`config.mk`:
```
export PLATFORM = sky130hd
export DESIGN_NAME = scr1_tcm_dport_ctrl_flat
export DESIGN_NICKNAME = d
export VERILOG_FILES = /design/src/rtl/scr1_tcm_dport_pkg.sv /design/src/rtl/scr1_tcm_dport_ctrl_if.sv /design/src/rtl/scr1_tcm_lane_align.sv /design/src/rtl/scr1_tcm_dport_ctrl.sv /design/src/flat_wrapper.sv
export SDC_FILE = /design/constraint.sdc
export NUM_CORES = 1
export LEC_CHECK = 0
export BUFFER_PORTS_ARGS = -buffer_cell sky130_fd_sc_hd__buf_2
export CORE_AREA = 2 2 110 112
export DETAILED_ROUTE_END_ITERATION = 10
export DIE_AREA = 0 0 112 114
export SYNTH_ARGS = -nofsm -noshare
export SYNTH_HDL_FRONTEND = slang
export SYNTH_SLANG_ARGS = --single-unit
```
`constraint.sdc`:
```
create_clock -name clk -period 1.7 [get_ports clk]
set_input_delay 0.17 -clock clk [delete_from_list [all_inputs] [get_ports clk]]
set_output_delay 0.17 -clock clk [all_outputs]
set_load 0.005 [all_outputs]
```
`src/rtl/scr1_tcm_dport_pkg.sv`:
```
// Shared types and constants for the TCM port-B data controller.
// Also holds the alignment rule used both when a request is accepted and when it is issued.
package scr1_tcm_dport_pkg;

    localparam int LANES  = 4;
    localparam int BYTE_W = 8;

    localparam logic CMD_RD = 1'b0;
    localparam logic CMD_WR = 1'b1;

    typedef enum logic [1:0] {
        ST_IDLE  = 2'b00,
        ST_ISSUE = 2'b01,
        ST_DATA  = 2'b10
    } state_e;

    typedef enum logic [1:0] {
        WIDTH_BYTE    = 2'b00,
        WIDTH_HALF    = 2'b01,
        WIDTH_WORD    = 2'b10,
        WIDTH_ILLEGAL = 2'b11
    } width_e;

    typedef enum logic [1:0] {
        RESP_IDLE = 2'b00,
        RESP_OK   = 2'b01,
        RESP_ER   = 2'b10
    } resp_e;

    function automatic logic addr_misaligned(width_e width, logic [1:0] addr_lo);
        case (width)
            WIDTH_BYTE: return 1'b0;
            WIDTH_HALF: return addr_lo[0];
            WIDTH_WORD: return |addr_lo;
            default:    return 1'b1;
        endcase
    endfunction

endpackage

```
`src/rtl/scr1_tcm_dport_ctrl_if.sv`:
```
// Core-side dmem handshake and memory port-B signals of the TCM data controller.
// The slave modport is the controller's view; master is the environment's view.
interface scr1_tcm_dport_ctrl_if #(
    parameter int ADDR_W = 16
);
    logic              dmem_req;
    logic              dmem_cmd;
    logic [1:0]        dmem_width;
    logic [ADDR_W-1:0] dmem_addr;
    logic [31:0]       dmem_wdata;
    logic              dmem_req_ack;
    logic [31:0]       dmem_rdata;
    logic [1:0]        dmem_resp;

    logic              mem_gnt;
    logic              mem_renb;
    logic              mem_wenb;
    logic [3:0]        mem_webb;
    logic [ADDR_W-3:0] mem_addrb;
    logic [31:0]       mem_datab;
    logic [31:0]       mem_qb;

    modport slave (
        input  dmem_req, dmem_cmd, dmem_width, dmem_addr, dmem_wdata,
        output dmem_req_ack, dmem_rdata, dmem_resp,
        input  mem_gnt, mem_qb,
        output mem_renb, mem_wenb, mem_webb, mem_addrb, mem_datab
    );

    modport master (
        output dmem_req, dmem_cmd, dmem_width, dmem_addr, dmem_wdata,
        input  dmem_req_ack, dmem_rdata, dmem_resp,
        output mem_gnt, mem_qb,
        input  mem_renb, mem_wenb, mem_webb, mem_addrb, mem_datab
    );
endinterface

```
`src/rtl/scr1_tcm_lane_align.sv`:
```
// Byte-lane steering: write enables, lane-replicated write data, misalignment flag,
// and right-justified, zero-extended read data for one access.
module scr1_tcm_lane_align
    import scr1_tcm_dport_pkg::*;
(
    input  width_e             width,
    input  logic [1:0]         addr_lo,
    input  logic [31:0]        wdata,
    input  logic [31:0]        qb,
    output logic [LANES-1:0]   webb,
    output logic [31:0]        datab,
    output logic [31:0]        rdata,
    output logic               misaligned
);

    logic [31:0] shifted;

    assign shifted    = qb >> {addr_lo, 3'b000};
    assign misaligned = addr_misaligned(width, addr_lo);

    always_comb begin
        webb  = '0;
        datab = wdata;
        rdata = '0;
        case (width)
            WIDTH_BYTE: begin
                webb  = 4'b0001 << addr_lo;
                datab = {LANES{wdata[BYTE_W-1:0]}};
                rdata = {24'h0, shifted[7:0]};
            end
            WIDTH_HALF: begin
                webb  = 4'b0011 << addr_lo;
                datab = {2{wdata[15:0]}};
                rdata = {16'h0, shifted[15:0]};
            end
            WIDTH_WORD: begin
                webb  = 4'b1111;
                rdata = shifted;
            end
            default: begin
                webb  = '0;
            end
        endcase
    end

endmodule

```
`src/rtl/scr1_tcm_dport_ctrl.sv`:
```
// Port-B initiator for the dual-port TCM: accepts core dmem requests, issues one
// memory access per request under an external grant, and returns the aligned response.
module scr1_tcm_dport_ctrl
    import scr1_tcm_dport_pkg::*;
#(
    parameter int ADDR_W = 16,
    parameter int DATA_W = 32
) (
    input  logic                 clk,
    input  logic                 rst,
    scr1_tcm_dport_ctrl_if.slave bus
);

    state_e              state;
    logic                req_cmd;
    width_e              req_width;
    logic [ADDR_W-1:0]   req_addr;
    logic [DATA_W-1:0]   req_wdata;
    logic                req_err;

    logic                accept;
    logic                new_err;
    logic                issue;
    logic                data_ph;
    logic [LANES-1:0]    al_webb;
    logic [DATA_W-1:0]   al_datab;
    logic [DATA_W-1:0]   al_rdata;
    logic                al_misaligned;

    assign bus.dmem_req_ack = !rst && (state == ST_IDLE || state == ST_DATA);
    assign accept           = bus.dmem_req && bus.dmem_req_ack;
    assign new_err          = addr_misaligned(width_e'(bus.dmem_width), bus.dmem_addr[1:0]);

    always_ff @(posedge clk) begin
        if (rst) begin
            state     <= ST_IDLE;
            req_cmd   <= CMD_RD;
            req_width <= WIDTH_BYTE;
            req_addr  <= '0;
            req_wdata <= '0;
            req_err   <= 1'b0;
        end else begin
            case (state)
                ST_IDLE, ST_DATA: begin
                    if (accept) begin
                        req_cmd   <= bus.dmem_cmd;
                        req_width <= width_e'(bus.dmem_width);
                        req_addr  <= bus.dmem_addr;
                        req_wdata <= bus.dmem_wdata;
                        req_err   <= new_err;
                        // Illegal requests skip the memory and answer on the next cycle.
                        state     <= new_err ? ST_DATA : ST_ISSUE;
                    end else begin
                        state     <= ST_IDLE;
                    end
                end
                ST_ISSUE: begin
                    if (bus.mem_gnt) state <= ST_DATA;
                end
                default: state <= ST_IDLE;
            endcase
        end
    end

    scr1_tcm_lane_align u_align (
        .width      (req_width),
        .addr_lo    (req_addr[1:0]),
        .wdata      (req_wdata),
        .qb         (bus.mem_qb),
        .webb       (al_webb),
        .datab      (al_datab),
        .rdata      (al_rdata),
        .misaligned (al_misaligned)
    );

    // Outputs are decodes of registered state; rst gates them so nothing leaks while in reset.
    assign issue   = !rst && state == ST_ISSUE && !al_misaligned;
    assign data_ph = !rst && state == ST_DATA;

    assign bus.mem_renb  = issue && req_cmd == CMD_RD;
    assign bus.mem_wenb  = issue && req_cmd == CMD_WR;
    assign bus.mem_webb  = bus.mem_wenb ? al_webb : '0;
    assign bus.mem_datab = bus.mem_wenb ? al_datab : '0;
    assign bus.mem_addrb = issue ? req_addr[ADDR_W-1:2] : '0;

    assign bus.dmem_resp  = !data_ph ? RESP_IDLE : (req_err ? RESP_ER : RESP_OK);
    assign bus.dmem_rdata = (data_ph && !req_err && req_cmd == CMD_RD) ? al_rdata : '0;

endmodule
```
`src/flat_wrapper.sv`:
```
// flat-port wrapper written by rule: the top's interface ports become plain ports
module scr1_tcm_dport_ctrl_flat import scr1_tcm_dport_pkg::*;
#(
    parameter int ADDR_W = 16,
    parameter int DATA_W = 32
)
  (clk, rst, bus_dmem_req, bus_dmem_cmd, bus_dmem_width, bus_dmem_addr, bus_dmem_wdata, bus_dmem_req_ack, bus_dmem_rdata, bus_dmem_resp, bus_mem_gnt, bus_mem_qb, bus_mem_renb, bus_mem_wenb, bus_mem_webb, bus_mem_addrb, bus_mem_datab);
  scr1_tcm_dport_ctrl_if #(.ADDR_W(ADDR_W)) bus_i ();
  input  logic clk;
  input  logic rst;
  input wire logic [$bits(bus_i.dmem_req)-1:0] bus_dmem_req;
  input wire logic [$bits(bus_i.dmem_cmd)-1:0] bus_dmem_cmd;
  input wire logic [$bits(bus_i.dmem_width)-1:0] bus_dmem_width;
  input wire logic [$bits(bus_i.dmem_addr)-1:0] bus_dmem_addr;
  input wire logic [$bits(bus_i.dmem_wdata)-1:0] bus_dmem_wdata;
  output wire logic [$bits(bus_i.dmem_req_ack)-1:0] bus_dmem_req_ack;
  output wire logic [$bits(bus_i.dmem_rdata)-1:0] bus_dmem_rdata;
  output wire logic [$bits(bus_i.dmem_resp)-1:0] bus_dmem_resp;
  input wire logic [$bits(bus_i.mem_gnt)-1:0] bus_mem_gnt;
  input wire logic [$bits(bus_i.mem_qb)-1:0] bus_mem_qb;
  output wire logic [$bits(bus_i.mem_renb)-1:0] bus_mem_renb;
  output wire logic [$bits(bus_i.mem_wenb)-1:0] bus_mem_wenb;
  output wire logic [$bits(bus_i.mem_webb)-1:0] bus_mem_webb;
  output wire logic [$bits(bus_i.mem_addrb)-1:0] bus_mem_addrb;
  output wire logic [$bits(bus_i.mem_datab)-1:0] bus_mem_datab;
  assign bus_i.dmem_req = bus_dmem_req;
  assign bus_i.dmem_cmd = bus_dmem_cmd;
  assign bus_i.dmem_width = bus_dmem_width;
  assign bus_i.dmem_addr = bus_dmem_addr;
  assign bus_i.dmem_wdata = bus_dmem_wdata;
  assign bus_dmem_req_ack = bus_i.dmem_req_ack;
  assign bus_dmem_rdata = bus_i.dmem_rdata;
  assign bus_dmem_resp = bus_i.dmem_resp;
  assign bus_i.mem_gnt = bus_mem_gnt;
  assign bus_i.mem_qb = bus_mem_qb;
  assign bus_mem_renb = bus_i.mem_renb;
  assign bus_mem_wenb = bus_i.mem_wenb;
  assign bus_mem_webb = bus_i.mem_webb;
  assign bus_mem_addrb = bus_i.mem_addrb;
  assign bus_mem_datab = bus_i.mem_datab;
  scr1_tcm_dport_ctrl #(.ADDR_W(ADDR_W), .DATA_W(DATA_W)) u_core (.clk(clk), .rst(rst), .bus(bus_i));
endmodule
```
* Word level (Yosys, flattened, before mapping)
Index checks and enable logic that the tools add are counted.
** Word-level totals
- Register bits :: 54
- Latch bits :: 0
- RAM bits :: 0
- ROM bits :: 0
- Input port bits :: 87
- Output and inout port bits :: 87
- Word-level logic and storage cells :: 52
- Memories :: 0
** Cells by class
- Add/sub/neg operators :: 0
- Multipliers :: 0
- Div/mod/pow operators :: 0
- Order comparisons :: 0
- Eq/ne operators :: 7
- Shifts and indexed selects :: 3
- Mux-type cells :: 15
- Bitwise logic cells :: 1
- Reduce and logical (&&, ||, !) cells :: 20
** Operators with widths (number)
- case mux 32 bit (3 select lines) :: 1
- 2-to-1 mux 32 bit :: 2
- case mux 32 bit (2 select lines) :: 1
- right shift 32 x 5 -> 32 bit :: 1
- 2-to-1 mux 14 bit :: 1
- case mux 4 bit (3 select lines) :: 1
- 2-to-1 mux 2 bit :: 5
- logical AND 1 bit :: 9
- == test 2 x 1 -> 1 bit (second input constant) :: 3
- == test 2 bit (second input constant) :: 3
- zero test 2 bit :: 3
- case mux 1 bit (3 select lines) :: 2
- OR reduction 2 bit :: 3
- 2-to-1 mux 4 bit :: 1
- case mux 2 bit (2 select lines) :: 1
- left shift 1 x 2 -> 4 bit (first input constant) :: 1
- left shift 2 x 2 -> 4 bit (first input constant) :: 1
- zero test 1 bit :: 3
- != test 2 bit (second input constant) :: 1
- AND reduction 2 bit :: 1
- logical OR 1 bit :: 1
- NOT 1 bit :: 1

* Longest topological paths before layout
- Depth after elaboration :: 6
- Mapped depth :: 5
- Depth with buffers taken out :: 3

* Hierarchy
A second synthesis with hierarchy kept.
** Unflattened totals
- Cell total of the unflattened synthesis :: 488
- Area, all modules :: 3634.7 um^2
** Modules (own cells, without submodules)
- scr1_tcm_dport_ctrl :: instances 1, cells an instance 332, area an instance 2492.4 um^2, seq. area each 1081.0 um^2
- scr1_tcm_lane_align :: instances 1, cells an instance 156, area an instance 1142.3 um^2, seq. area each 0.0 um^2

* Worst setup path after synthesis
OpenSTA, ideal clock, no wires.
- Kind :: flip-flop to output port
- From :: reg u_core.state[0]
- To :: out bus_dmem_rdata[29]
- Data arrival time :: 1255 ps
- Required time :: 1530 ps
- Slack :: 275 ps
- Stages on the path, launching flop included :: 5
- Path buffers :: 1
- Cells stage by stage :: dfxtp_1 nor4b_4 nand3b_4 buf_6 nor3b_2
** Between the ends
- Word-level cells in the longest chain between the ends :: 5
** RTL lines
- start, declared :: line scr1_tcm_dport_ctrl.sv:14 : state_e state;
- start signal, assigned :: line scr1_tcm_dport_ctrl.sv:52 : state <= new_err ? ST_DATA : ST_ISSUE;
- == test 2 bit :: line scr1_tcm_dport_ctrl.sv:78 : assign data_ph = !rst && state == ST_DATA;
- logical AND 1 bit :: line scr1_tcm_dport_ctrl.sv:78
- logical AND 1 bit (2 in a row) :: line scr1_tcm_dport_ctrl.sv:87 : assign bus.dmem_rdata = (data_ph && !req_err && req_cmd == CMD_RD) ? al_rdata : '0;
- 2-to-1 mux 32 bit :: line scr1_tcm_dport_ctrl.sv:87
- end, declared :: line flat_wrapper.sv:17 : output wire logic [$bits(bus_i.dmem_rdata)-1:0] bus_dmem_rdata;
Every way passes these cells.

* Worst setup path after layout
- From :: reg u_core.req_width[0]
- To :: out bus_mem_datab[8]
** Between the ends
- Word-level cells in the longest chain between the ends :: 6
- Elaborated cells on any way between the ends :: 9
- Those cells by class :: eq/ne (2); mux (3); reduce/logical (4)
** RTL lines
- start, declared :: line scr1_tcm_dport_ctrl.sv:16 : width_e req_width;
- start signal, assigned :: line scr1_tcm_dport_ctrl.sv:47 : req_width <= width_e'(bus.dmem_width);
- == test 2 bit, or another cell as far along :: line scr1_tcm_dport_pkg.sv:31 : case (width)
- case mux 1 bit (3 select lines) :: line scr1_tcm_dport_pkg.sv:31
- zero test 1 bit :: line scr1_tcm_dport_ctrl.sv:77 : assign issue = !rst && state == ST_ISSUE && !al_misaligned;
- logical AND 1 bit :: line scr1_tcm_dport_ctrl.sv:77
- logical AND 1 bit :: line scr1_tcm_dport_ctrl.sv:81 : assign bus.mem_wenb = issue && req_cmd == CMD_WR;
- 2-to-1 mux 32 bit (*) :: line scr1_tcm_dport_ctrl.sv:83 : assign bus.mem_datab = bus.mem_wenb ? al_datab : '0;
- end, declared :: line flat_wrapper.sv:25 : output wire logic [$bits(bus_i.mem_datab)-1:0] bus_mem_datab;
Every way passes the cells marked *; elsewhere a longest branch is shown, timed or not.

==> flow_summary.toml <==
[run_status]
status = "finished with violations"
violations = "setup timing"

[final_layout]
area_growth_pct = 62.60
layout_common_cells = "buf_2 (172), nand2_1 (94), dfxtp_1 (47)"
layout-drive-gt1-share_pct = 51.76
nNetsFinal = 710
diodes = 0
final_common_cell = "buf_2"

[run]
cap_violations = 0

[worst_setup_path]
worstSetupEndpointType = "output pin"
rrSetupSlack_ns = 0.21
cp_data_required_time_ns = 1.53
crit_fanout = 7
cp-start-kind = "flip-flop"
crit_arrival_ns = 1.67
r2r-start = "u_core.state[0]"
path_class = "flip-flop to output pin"
crit_end = "bus_mem_datab[8]"
worstSetupStartpoint = "u_core.req_width[0]"
r2r_cells = 4
r2r_end = "u_core.req_err"

[pwr]
leakage_nw = 2.463
sw_frac_of_total_pct = 29.24
power_density_nw_per_um2 = 645.8
clkPwrFrac_pct = 32.6
irDropWorstVdd_mv = 0.4674
power.total_w = 0.003545
p_sw_w = 0.001036
p_int_w = 0.002508
seqPwrFrac_pct = 41.3
combPwrFrac_pct = 26.2

[sta]
hold_viol_final = 0
rsz0062_at_grt = "true"
worst_pin_slew_ns = 0.4378
finalCritPeriodShare_pct = 108.3
relSlewSlack_pct = 70.70
fin_tns_setup_ns = -5.632
slew_violations = 0
fin_ws_ns = -0.1405
min_period_ns = 1.840
fmax_ghz = 0.5433
setup_viol = 77
skew_ns = 0.005827

[global_route]
grt_max_degree = 55
overflow = 0
grt_pass1_wl_mm = 18.51
grt_pass1_vias = 3766
grt.total_usage_pct = 17.82
antenna_found_initial = 0

[clock_tree]
cts_tree = "built"
cts.sinks = 54
cts-root-buf = "clkbuf_16"
clk_pin_slew_ns = 0.07
worstSkewPairLatency_ns = 0.29
h-tree-depth = 2
ctsHoldBuffers = 0
cts_buffers = 5
clockBufferDepth = 2

[logic_synthesis]
synth_cell_types = 40
synth.cell_area_um2 = 3376
synthCells = 438
yosys_warnings = 0
synthesis.nets = 525
ys_seq_area_share_pct = 32.02
ys_ff_latch = 54
avgSynthCellArea_um2 = 7.707

[placed_design]
io_buffers = 173
gp_congestion = 0.9517
dp_hpwl_mm = 8.770

[drt]
dr.pass1.iters = 4
detail-route-antenna-nets = 0
drc = 0
first_iter_violations = 191
wirelength_mm = 12.88
via_per_inst = 5.017
vias = 3868
wire_per_inst_um = 16.71

[die]
die_area_um2 = 12770
initial_core_util_pct = 28.82
coreArea_um2 = 11710
pin_count = 174
die_width_um = 112
die_h_um = 114
num_rows = 40

[worst_hold_path]
hold_path.class = "input port to flip-flop"
what timing repair did:
| action | 4_1_cts | 5_1_grt |
|---|---|---|
| pin swaps | 18 | 18 |
| endpoints found under the setup margin | 83 | 82 |
| gates resized for setup | 58 | 69 |
| cloned | 1 | 7 |
| buffers inserted | 9 | 4 |
registers in the layout, indices dropped and copies added (netlist names):
name,cells
u_core.req_err,1
u_core.req_width,2
u_core.state,2
u_core.req_addr,16
u_core.req_cmd,1
u_core.req_wdata,32
synthesized netlist by cell type, drive strengths merged:
master	n	area, um^2
and2	14	87.58
and4bb	1	12.51
a21o	1	7.510
a211oi	16	120.1
a31o	1	8.760
and3	2	12.51
o31ai	8	60.06
a32oi	1	8.760
dfxtp	54	1081
nand2	96	362.8
buf	26	153.9
xor2	2	17.52
or3b	1	8.760
mux2i	40	400.4
inv	11	41.29
nor3b	11	102.6
mux2	8	90.09
nor3	36	180.2
nand3b	4	50.05
nor4b	1	23.77
nand2b	1	6.260
o21ai	46	230.2
a21oi	1	5.000
o2bb2ai	1	8.760
nor2	23	88.84
nor2b	11	68.82
a2bb2oi	8	70.07
clkbuf	12	56.30
o2111a	1	11.26
final cells by class:
type                    count  area [um^2]
clock buffers               6        128.9
clock inverters             2        37.54
fillers                  1142         6222
inverters                  11        41.29
multi-input cells         336         2549
flip-flops and latches     54         1097
well taps                 147        183.9
repair buffers            215         1451
power by group through the flow:
| stage | Clock (W) | Combinational (W) | Sequential (W) |
|---|---|---|---|
| 2_1_floorplan | 0 | 0.000454 | 0.00144 |
| 3_3_place_gp | 0 | 0.000688 | 0.00147 |
| 3_5_place_dp | 0 | 0.000704 | 0.00148 |
| 4_1_cts | 0.00118 | 0.000794 | 0.00145 |
| 5_1_grt | 0.00123 | 0.00100 | 0.00147 |
| 6_report | 0.00115 | 0.000927 | 0.00146 |
metrics by stage:
step	util, %	hold slack (ns)	worst slack (ns)	std cells	instance area [um^2]
after global placement	38.34	0.3631	0.06840	742	4491
after floorplan	-	0.2785	0.2748	438	3376
final	46.87	0.06911	-0.1405	771	5489
after global routing	46.87	0.07138	-0.1891	771	5489
after CTS	42.70	0.06541	-0.09906	760	5001
after detailed placement	38.34	0.3724	0.02788	742	4491
kinds of logic (layout without fill, tap and decap cells):
logic type      count (synthesis)  in the layout  share of synthesized area (%)
xor+xnor                        2              2                         0.5190
simple gates                  201            202                          29.76
buf+inv                        49            234                          7.450
flops                          54             54                          32.02
mux                            48             48                          14.53
compound gates                 84             84                          15.72
layer usage:
layer	routed length [um]	vias up	global-route usage, %
met5	0	-	0
met4	303	0	5.366
met3	1115	23	5.260
met2	6382	180	32.65
met1	5079	1779	20.06
li1	-	1886	-
worst min path at each step:
stage	startpoint	to	slack (ns)	cells after the start
CTS	bus_dmem_addr[8]	u_core.req_addr[8]	0.07	3
global route	bus_dmem_cmd	u_core.req_cmd	0.07	3
floorplan	bus_dmem_wdata[0]	u_core.req_wdata[0]	0.28	2
detailed placement	bus_dmem_wdata[3]	u_core.req_wdata[3]	0.37	3
finish	bus_dmem_addr[8]	u_core.req_addr[8]	0.07	3
global placement	bus_dmem_addr[7]	u_core.req_addr[7]	0.36	3
worst max-delay path: stages (launching register included):
cell       delay [ns]
dfxtp_4          0.37
buf_12           0.14
nand3b_1         0.16
o21ai_4          0.17
clkbuf_16        0.21
nor3_4           0.19
buf_2            0.14
Note: power is estimated with default switching activity, not from simulation.
